## config.mk

```make
export PLATFORM = sky130hd
export DESIGN_NAME = rra_sequencer_flat
export DESIGN_NICKNAME = d
export VERILOG_FILES = /design/src/rtl/rra_sequencer_pkg.sv /design/src/rtl/rra_sequencer_if.sv /design/src/rtl/rra_sequencer_instr_decode.sv /design/src/rtl/rra_sequencer.sv /design/src/flat_wrapper.sv
export SDC_FILE = /design/constraint.sdc
export NUM_CORES = 1
export LEC_CHECK = 0
export ABC_AREA = 1
export CAP_MARGIN = 15
export CORE_UTILIZATION = 35
export CTS_BUF_LIST = sky130_fd_sc_hd__clkbuf_16
export CTS_CLUSTER_DIAMETER = 40
export DETAILED_ROUTE_END_ITERATION = 10
export GPL_ROUTABILITY_DRIVEN = 1
export PLACE_DENSITY = 0.76
export SLEW_MARGIN = 20
export SYNTH_ARGS = -nofsm -noshare
export SYNTH_HDL_FRONTEND = slang
export SYNTH_SLANG_ARGS = --single-unit
```

## constraint.sdc

```tcl
create_clock -name clk -period 4.3 [get_ports clk]
set_clock_uncertainty 0.05 [all_clocks]
set_input_delay 0.43 -clock clk [delete_from_list [all_inputs] [get_ports clk]]
set_output_delay 0.43 -clock clk [all_outputs]
set_load 0.005 [all_outputs]
```

## src/rtl/rra_sequencer_pkg.sv

```systemverilog
// Shared types and constants for the register-array micro-sequencer.
// The flag bit order matches the datapath's FR register.
package rra_sequencer_pkg;

  localparam int unsigned INSTR_W    = 20;
  localparam int unsigned ALU_OP_W   = 4;
  localparam int unsigned REG_ADDR_W = 5;
  localparam int unsigned FLAG_W     = 4;

  // Instruction word field positions
  localparam int unsigned WR_POS     = 19;
  localparam int unsigned ALU_OP_LSB = 15;
  localparam int unsigned RD_LSB     = 10;
  localparam int unsigned RB_LSB     = 5;
  localparam int unsigned RA_LSB     = 0;

  // Flag bit indices within fr / last_flags
  localparam int unsigned FLAG_ZF = 3;
  localparam int unsigned FLAG_CF = 2;
  localparam int unsigned FLAG_OF = 1;
  localparam int unsigned FLAG_SF = 0;

  typedef enum logic [1:0] {
    ST_IDLE = 2'd0,
    ST_RR   = 2'd1,
    ST_EX   = 2'd2,
    ST_WB   = 2'd3
  } state_e;

  typedef struct packed {
    logic                  wr;
    logic [ALU_OP_W-1:0]   alu_op;
    logic [REG_ADDR_W-1:0] rd;
    logic [REG_ADDR_W-1:0] rb;
    logic [REG_ADDR_W-1:0] ra;
  } instr_t;

endpackage

```

## src/rtl/rra_sequencer_if.sv

```systemverilog
// Instruction handshake and datapath control bundle of the sequencer.
// master = sequencer side, slave = instruction source / datapath side.
interface rra_sequencer_if
  import rra_sequencer_pkg::*;
#(
  parameter int unsigned CNT_W = 16
) ();

  logic                  instr_valid;
  logic                  instr_ready;
  logic [INSTR_W-1:0]    instr;
  logic                  step;
  logic [FLAG_W-1:0]     fr;

  logic [REG_ADDR_W-1:0] r_addr_a;
  logic [REG_ADDR_W-1:0] r_addr_b;
  logic [REG_ADDR_W-1:0] w_addr;
  logic [ALU_OP_W-1:0]   alu_op;
  logic                  rr_en;
  logic                  f_en;
  logic                  wb_en;
  logic                  reg_write;
  logic [FLAG_W-1:0]     last_flags;
  logic                  busy;
  logic [CNT_W-1:0]      op_count;

  modport master (
    input  instr_valid, instr, step, fr,
    output instr_ready, r_addr_a, r_addr_b, w_addr, alu_op,
           rr_en, f_en, wb_en, reg_write, last_flags, busy, op_count
  );

  modport slave (
    output instr_valid, instr, step, fr,
    input  instr_ready, r_addr_a, r_addr_b, w_addr, alu_op,
           rr_en, f_en, wb_en, reg_write, last_flags, busy, op_count
  );

endinterface

```

## src/rtl/rra_sequencer_instr_decode.sv

```systemverilog
// Combinational split of a 20-bit instruction word into its fields.
module rra_instr_decode
  import rra_sequencer_pkg::*;
(
  input  logic [INSTR_W-1:0] instr,
  output instr_t             fields_c
);

  always_comb begin
    fields_c.wr     = instr[WR_POS];
    fields_c.alu_op = instr[ALU_OP_LSB +: ALU_OP_W];
    fields_c.rd     = instr[RD_LSB +: REG_ADDR_W];
    fields_c.rb     = instr[RB_LSB +: REG_ADDR_W];
    fields_c.ra     = instr[RA_LSB +: REG_ADDR_W];
  end

endmodule

```

## src/rtl/rra_sequencer.sv

```systemverilog
// Register-read / execute / write-back phase sequencer for the register-array datapath.
// Optional RRA_STEP_EN: RR/EX/WB phases advance only on the synchronized step pulse.
module rra_sequencer
  import rra_sequencer_pkg::*;
#(
  parameter int unsigned CNT_W = 16
) (
  input  logic            clk,
  input  logic            rst,
  rra_sequencer_if.master bus
);

  instr_t               dec_c;

  state_e               state_q, state_d;
  instr_t               fields_q, fields_d;
  logic [FLAG_W-1:0]    last_flags_q, last_flags_d;
  logic [CNT_W-1:0]     op_count_q, op_count_d;
  logic                 busy_q, busy_d;

  logic                 step_ok_c;
  logic                 instr_ready_c;
  logic                 rr_en_c;
  logic                 f_en_c;
  logic                 wb_en_c;

  rra_instr_decode u_decode (
    .instr    (bus.instr),
    .fields_c (dec_c)
  );

`ifdef RRA_STEP_EN
  assign step_ok_c = bus.step;
`else
  logic unused_step;
  assign unused_step = bus.step;
  assign step_ok_c   = 1'b1;
`endif

  always_ff @(posedge clk or posedge rst) begin
    if (rst) begin
      state_q      <= ST_IDLE;
      fields_q     <= '0;
      last_flags_q <= '0;
      op_count_q   <= '0;
      busy_q       <= 1'b0;
    end else begin
      state_q      <= state_d;
      fields_q     <= fields_d;
      last_flags_q <= last_flags_d;
      op_count_q   <= op_count_d;
      busy_q       <= busy_d;
    end
  end

  // Each busy state fires its strobe for one advancing cycle; WB can accept the next op.
  always_comb begin
    state_d       = state_q;
    fields_d      = fields_q;
    last_flags_d  = last_flags_q;
    op_count_d    = op_count_q;
    instr_ready_c = 1'b0;
    rr_en_c       = 1'b0;
    f_en_c        = 1'b0;
    wb_en_c       = 1'b0;

    unique case (state_q)
      ST_IDLE: begin
        instr_ready_c = 1'b1;
        if (bus.instr_valid) begin
          fields_d = dec_c;
          state_d  = ST_RR;
        end
      end
      ST_RR: begin
        if (step_ok_c) begin
          rr_en_c = 1'b1;
          state_d = ST_EX;
        end
      end
      ST_EX: begin
        if (step_ok_c) begin
          f_en_c  = 1'b1;
          state_d = ST_WB;
        end
      end
      ST_WB: begin
        if (step_ok_c) begin
          wb_en_c       = 1'b1;
          instr_ready_c = 1'b1;
          last_flags_d  = bus.fr;
          op_count_d    = op_count_q + CNT_W'(1);
          if (bus.instr_valid) begin
            fields_d = dec_c;
            state_d  = ST_RR;
          end else begin
            state_d  = ST_IDLE;
          end
        end
      end
      default: state_d = ST_IDLE;
    endcase

    busy_d = (state_d != ST_IDLE);
  end

  assign bus.instr_ready = instr_ready_c;
  assign bus.rr_en       = rr_en_c;
  assign bus.f_en        = f_en_c;
  assign bus.wb_en       = wb_en_c;
  assign bus.reg_write   = wb_en_c & fields_q.wr;
  assign bus.r_addr_a    = fields_q.ra;
  assign bus.r_addr_b    = fields_q.rb;
  assign bus.w_addr      = fields_q.rd;
  assign bus.alu_op      = fields_q.alu_op;
  assign bus.last_flags  = last_flags_q;
  assign bus.busy        = busy_q;
  assign bus.op_count    = op_count_q;

endmodule

```

## src/flat_wrapper.sv

```systemverilog
// flat-port wrapper written by rule: the top's interface ports become plain ports
module rra_sequencer_flat import rra_sequencer_pkg::*;
#(
  parameter int unsigned CNT_W = 16
)
  (clk, rst, bus_instr_valid, bus_instr, bus_step, bus_fr, bus_instr_ready, bus_r_addr_a, bus_r_addr_b, bus_w_addr, bus_alu_op, bus_rr_en, bus_f_en, bus_wb_en, bus_reg_write, bus_last_flags, bus_busy, bus_op_count);
  rra_sequencer_if #(.CNT_W(CNT_W)) bus_i ();
  input  logic clk;
  input  logic rst;
  input wire logic [$bits(bus_i.instr_valid)-1:0] bus_instr_valid;
  input wire logic [$bits(bus_i.instr)-1:0] bus_instr;
  input wire logic [$bits(bus_i.step)-1:0] bus_step;
  input wire logic [$bits(bus_i.fr)-1:0] bus_fr;
  output wire logic [$bits(bus_i.instr_ready)-1:0] bus_instr_ready;
  output wire logic [$bits(bus_i.r_addr_a)-1:0] bus_r_addr_a;
  output wire logic [$bits(bus_i.r_addr_b)-1:0] bus_r_addr_b;
  output wire logic [$bits(bus_i.w_addr)-1:0] bus_w_addr;
  output wire logic [$bits(bus_i.alu_op)-1:0] bus_alu_op;
  output wire logic [$bits(bus_i.rr_en)-1:0] bus_rr_en;
  output wire logic [$bits(bus_i.f_en)-1:0] bus_f_en;
  output wire logic [$bits(bus_i.wb_en)-1:0] bus_wb_en;
  output wire logic [$bits(bus_i.reg_write)-1:0] bus_reg_write;
  output wire logic [$bits(bus_i.last_flags)-1:0] bus_last_flags;
  output wire logic [$bits(bus_i.busy)-1:0] bus_busy;
  output wire logic [$bits(bus_i.op_count)-1:0] bus_op_count;
  assign bus_i.instr_valid = bus_instr_valid;
  assign bus_i.instr = bus_instr;
  assign bus_i.step = bus_step;
  assign bus_i.fr = bus_fr;
  assign bus_instr_ready = bus_i.instr_ready;
  assign bus_r_addr_a = bus_i.r_addr_a;
  assign bus_r_addr_b = bus_i.r_addr_b;
  assign bus_w_addr = bus_i.w_addr;
  assign bus_alu_op = bus_i.alu_op;
  assign bus_rr_en = bus_i.rr_en;
  assign bus_f_en = bus_i.f_en;
  assign bus_wb_en = bus_i.wb_en;
  assign bus_reg_write = bus_i.reg_write;
  assign bus_last_flags = bus_i.last_flags;
  assign bus_busy = bus_i.busy;
  assign bus_op_count = bus_i.op_count;
  rra_sequencer #(.CNT_W(CNT_W)) u_core (.clk(clk), .rst(rst), .bus(bus_i));
endmodule
```

==> impl_summary.txt <==
----------------------------------------------------
[Placed design]
  Number of input and output port buffers inserted ... between 70 and 80
  Post-detail-place hpwl ... ~2800 um
  Placed insts ... roughly 320
  Routability-driven placement congestion ratio ... slightly above 0.7

[Worst setup path]
  Reg2reg setup slack ... approximately 2300 ps
  Logic depth of the worst register-to-register path ... 5
  Start point of the critical path ... u_core.state_q[0]$_DFF_PP0_
  Worst Path Class, Setup ... reg -> out
  R2R Path Start ... u_core.state_q[0]$_DFF_PP0_
  Critical R2R Capture ... u_core.bus.alu_op[2]$_DFFE_PP0P_
  Category of the worst setup path launch point ... flop
  Worst-path fanout max ... 14
  WP data required ... roughly 3800 ps
  Kind of capture point of the worst setup path ... output port
  Data arrival at the endpoint of the critical path ... 1930 ps

[Worst hold path]
  Hold EP ... u_core.bus.last_flags[3]$_DFFE_PP0N_
  Worst hold stages ... 2
  Hold wc startpoint ... u_core.bus.last_flags[3]$_DFFE_PP0N_
  Classification of the worst-slack hold path ... reg -> reg

[Clock network]
  Clock transition time at the flip-flop clock pins of the worst setup and hold paths ... 50 ps
  Setup Fix Bufs, Post-CTS ... 0
  Worst skew pair latency ... 270 ps
  Inserted Clock Buffers ... 5
  Resized cells post-CTS ... 0
  Worst-case clock buffer depth ... 2
  Number of levels the H-tree was split into ... 2
  Clock tree from TritonCTS ... built
  Clock tree root driver cell ... clkbuf_16
  Sinks on the clock net ... 43
  Hold buffer count at CTS ... 0

[Logic synthesis]
  Sequential-to-total area share from yosys stat ... roughly 52%
  Post-synth EDFFs ... 0
  Ranking of synthesized cells by area ... dfrtp_1 52%, mux2_2 11%, buf_4 7.3%
  Portion of synthesized cell area occupied by the leading cell type ... 52.44%
  Mean instance size in the synthesized netlist ... 10.58 um^2
  Post-synthesis cell count ... approximately 190
  YS warnings ... 0
  Total of flip-flops plus latches after synthesis ... 43
  Synth Net Count ... 227
  Combined area of all synthesized cells ... 0.002052 mm^2
  Cell variety after synth ... 23
  Flip-flop cell with the highest count after synthesis ... dfrtp_1
  FFs w/ async S/R, synth ... 100.0%
  Dominant cell type by area after synthesis ... dfrtp_1

[Cells and area]
  Leading cell type in the layout, fill and taps excluded ... clkdlybuf4s50_1
  Final design utilization ... about half
  Count of nets after finishing ... 283
  Fin cells ... approximately 320
  Commonest non-fill, non-tap cells in the layout ... 71 x clkdlybuf4s50_1, 43 x dfrtp_1, 40 x nand2_1, 20 x mux2_2, 18 x inv_1
  Number of inserted filler cells in the final layout ... roughly 520
  Number of diodes ... 0
  Area grow syn2layout ... 37.50%
  Share of layout cells above drive strength 1 ... between 10% and 20%

[STA]
  Finish-stage setup viols ... 0
  Relative slew slack ... between 40% and 50%
  Worst Max-Slew Pin Slew ... between 800 and 900 ps
  Final max-slew violation count ... 0
  Post-Route Setup TNS ... 0 ps
  Final Hold Slack ... 418.7 ps
  Portion of the clock cycle consumed by the worst path in the final layout ... a little under three fifths
  RSZ-0062 raised after global routing ... no
  Final Hold Viols ... 0
  Achievable frequency ... around 420 MHz
  Fin crit period ... ~2400 ps

[Run]
  Max-cap violations ... 0

[Drt]
  Total vias in the final route ... between 1000 and 1500
  Post-route DRC ... 0
  Vias per Instance ... 4.445
  Number of nets with antenna violations after routing ... 0
  Iteration-0 DRC count of the detailed router ... 45
  Detailed-router iteration count before antenna repair ... 4
  Wire per inst ... between 10 and 15 um
  Detailed Route WL ... 3804 um

[Pwr]
  Largest vdd supply drop ... around 0.00051 V
  Lkg Pwr ... between 0.001 and 0.0015 uW
  Power Density ... 625.1 mW/mm^2

[Global route]
  Initial antenna violation count ... 0
  First-pass GRT wire length ... approximately 6300 um
  Number of global-route vias before repair ... between 1000 and 1500
  Global Route Usage Sum ... approximately an eighth
  Maximum number of pins on one net before global-route repair ... 44
  GRT Residual Overflow ... 0

[Floorplan]
  I/O pin count ... 73
  Horiz. Die Dim ... 78.57 um
  Height of the die ... around 79 um
  Starting density of the core ... ~37%
  Overall die area ... around 0.0062 mm^2
  Core Rows ... 27
  Area inside the core boundary ... 0.005574 mm^2

[Status]
  Status ... complete, no violations

----------------------------------------------------
[synth_stat cells, types with 2 or more instances]
library cell  count
buf_2             2
buf_4            20
dfrtp_1          43
ha_1              5
inv_1            18
mux2_2           20
nand2_1          40
nand2_2           2
nand3_1           2
nand3_2           4
nand4_1           3
nor2_1           14
nor2_4            3
or2_1             2
xnor2_1           4
xor2_1            5
[registers in the layout (all words and copies together) (netlist names)]
| signal | flops |
|---|---|
| u_core.fields_q | 1 |
| u_core.bus.op_count | 16 |
| u_core.bus.w_addr | 5 |
| u_core.bus.alu_op | 4 |
| u_core.bus.r_addr_b | 5 |
| u_core.bus.busy | 1 |
| u_core.state_q | 2 |
| u_core.bus.r_addr_a | 5 |
| u_core.bus.last_flags | 4 |
[where the power goes]
group	internal, uW	leakage (uW)	switching [uW]	total, uW
logic	483	0.000666	269	752
clock network	206	0.0000669	135	341
registers	564	0.000532	106	670
total	1250	0.00126	511	1760
[cells by family (layout without fill, tap and decap cells)]
| group | Yosys count | after routing | share of synthesized area (%) |
|---|---|---|---|
| fa+ha+maj | 5 | 5 | 3.049 |
| mux | 20 | 20 | 10.98 |
| flops | 43 | 43 | 52.44 |
| buf+inv | 41 | 96 | 11.28 |
| xor+xnor | 9 | 9 | 3.841 |
| compound gates | 4 | 4 | 1.463 |
| simple gates | 72 | 72 | 16.95 |
[worst max path at each step]
stage,end,slack (ps),depth (start not counted)
detailed placement,bus_reg_write,2180,4
floorplan,u_core.bus.alu_op[0]$_DFFE_PP0P_,2750,6
CTS,bus_reg_write,1860,4
global placement,bus_reg_write,2190,4
global route,bus_reg_write,1740,4
finish,bus_reg_write,1890,4
[metal layers]
layer  vias up  share of wire [%]  global-route usage, %
met4         0               0.50                  3.333
li1        705                  -                      -
met5         -                  0                      0
met1       678                 44                  15.58
met3         2                6.0                  4.186
met2        42                 50                  22.87
[area by class of cell]
class | count | area, um^2 | area share [%]
well taps | 72 | 90.09 | 3.193
clock inverters | 1 | 3.754 | 0.1330
clock buffers | 5 | 125.1 | 4.435
multi-input cells | 110 | 744.5 | 26.39
flip-flops and latches | 43 | 1076 | 38.14
repair buffers | 71 | 710.7 | 25.19
inverters | 19 | 71.32 | 2.528
[stage by stage]
stage	total power [uW]	worst slack, ps	area [um^2]
6_report	1764	1894	2821
5_1_grt	1894	1739	2821
4_1_cts	1793	1862	2821
3_5_place_dp	1441	2176	2693
3_3_place_gp	1424	2189	2693
2_1_floorplan	1146	2755	2052
[critical path: stages (launching register included)]
cell and delay, ps:
dfrtp_1 410, ha_1 560, nand2_1 110, inv_1 80, clkdlybuf4s50_1 490
Power figures use the tool's default switching activity.
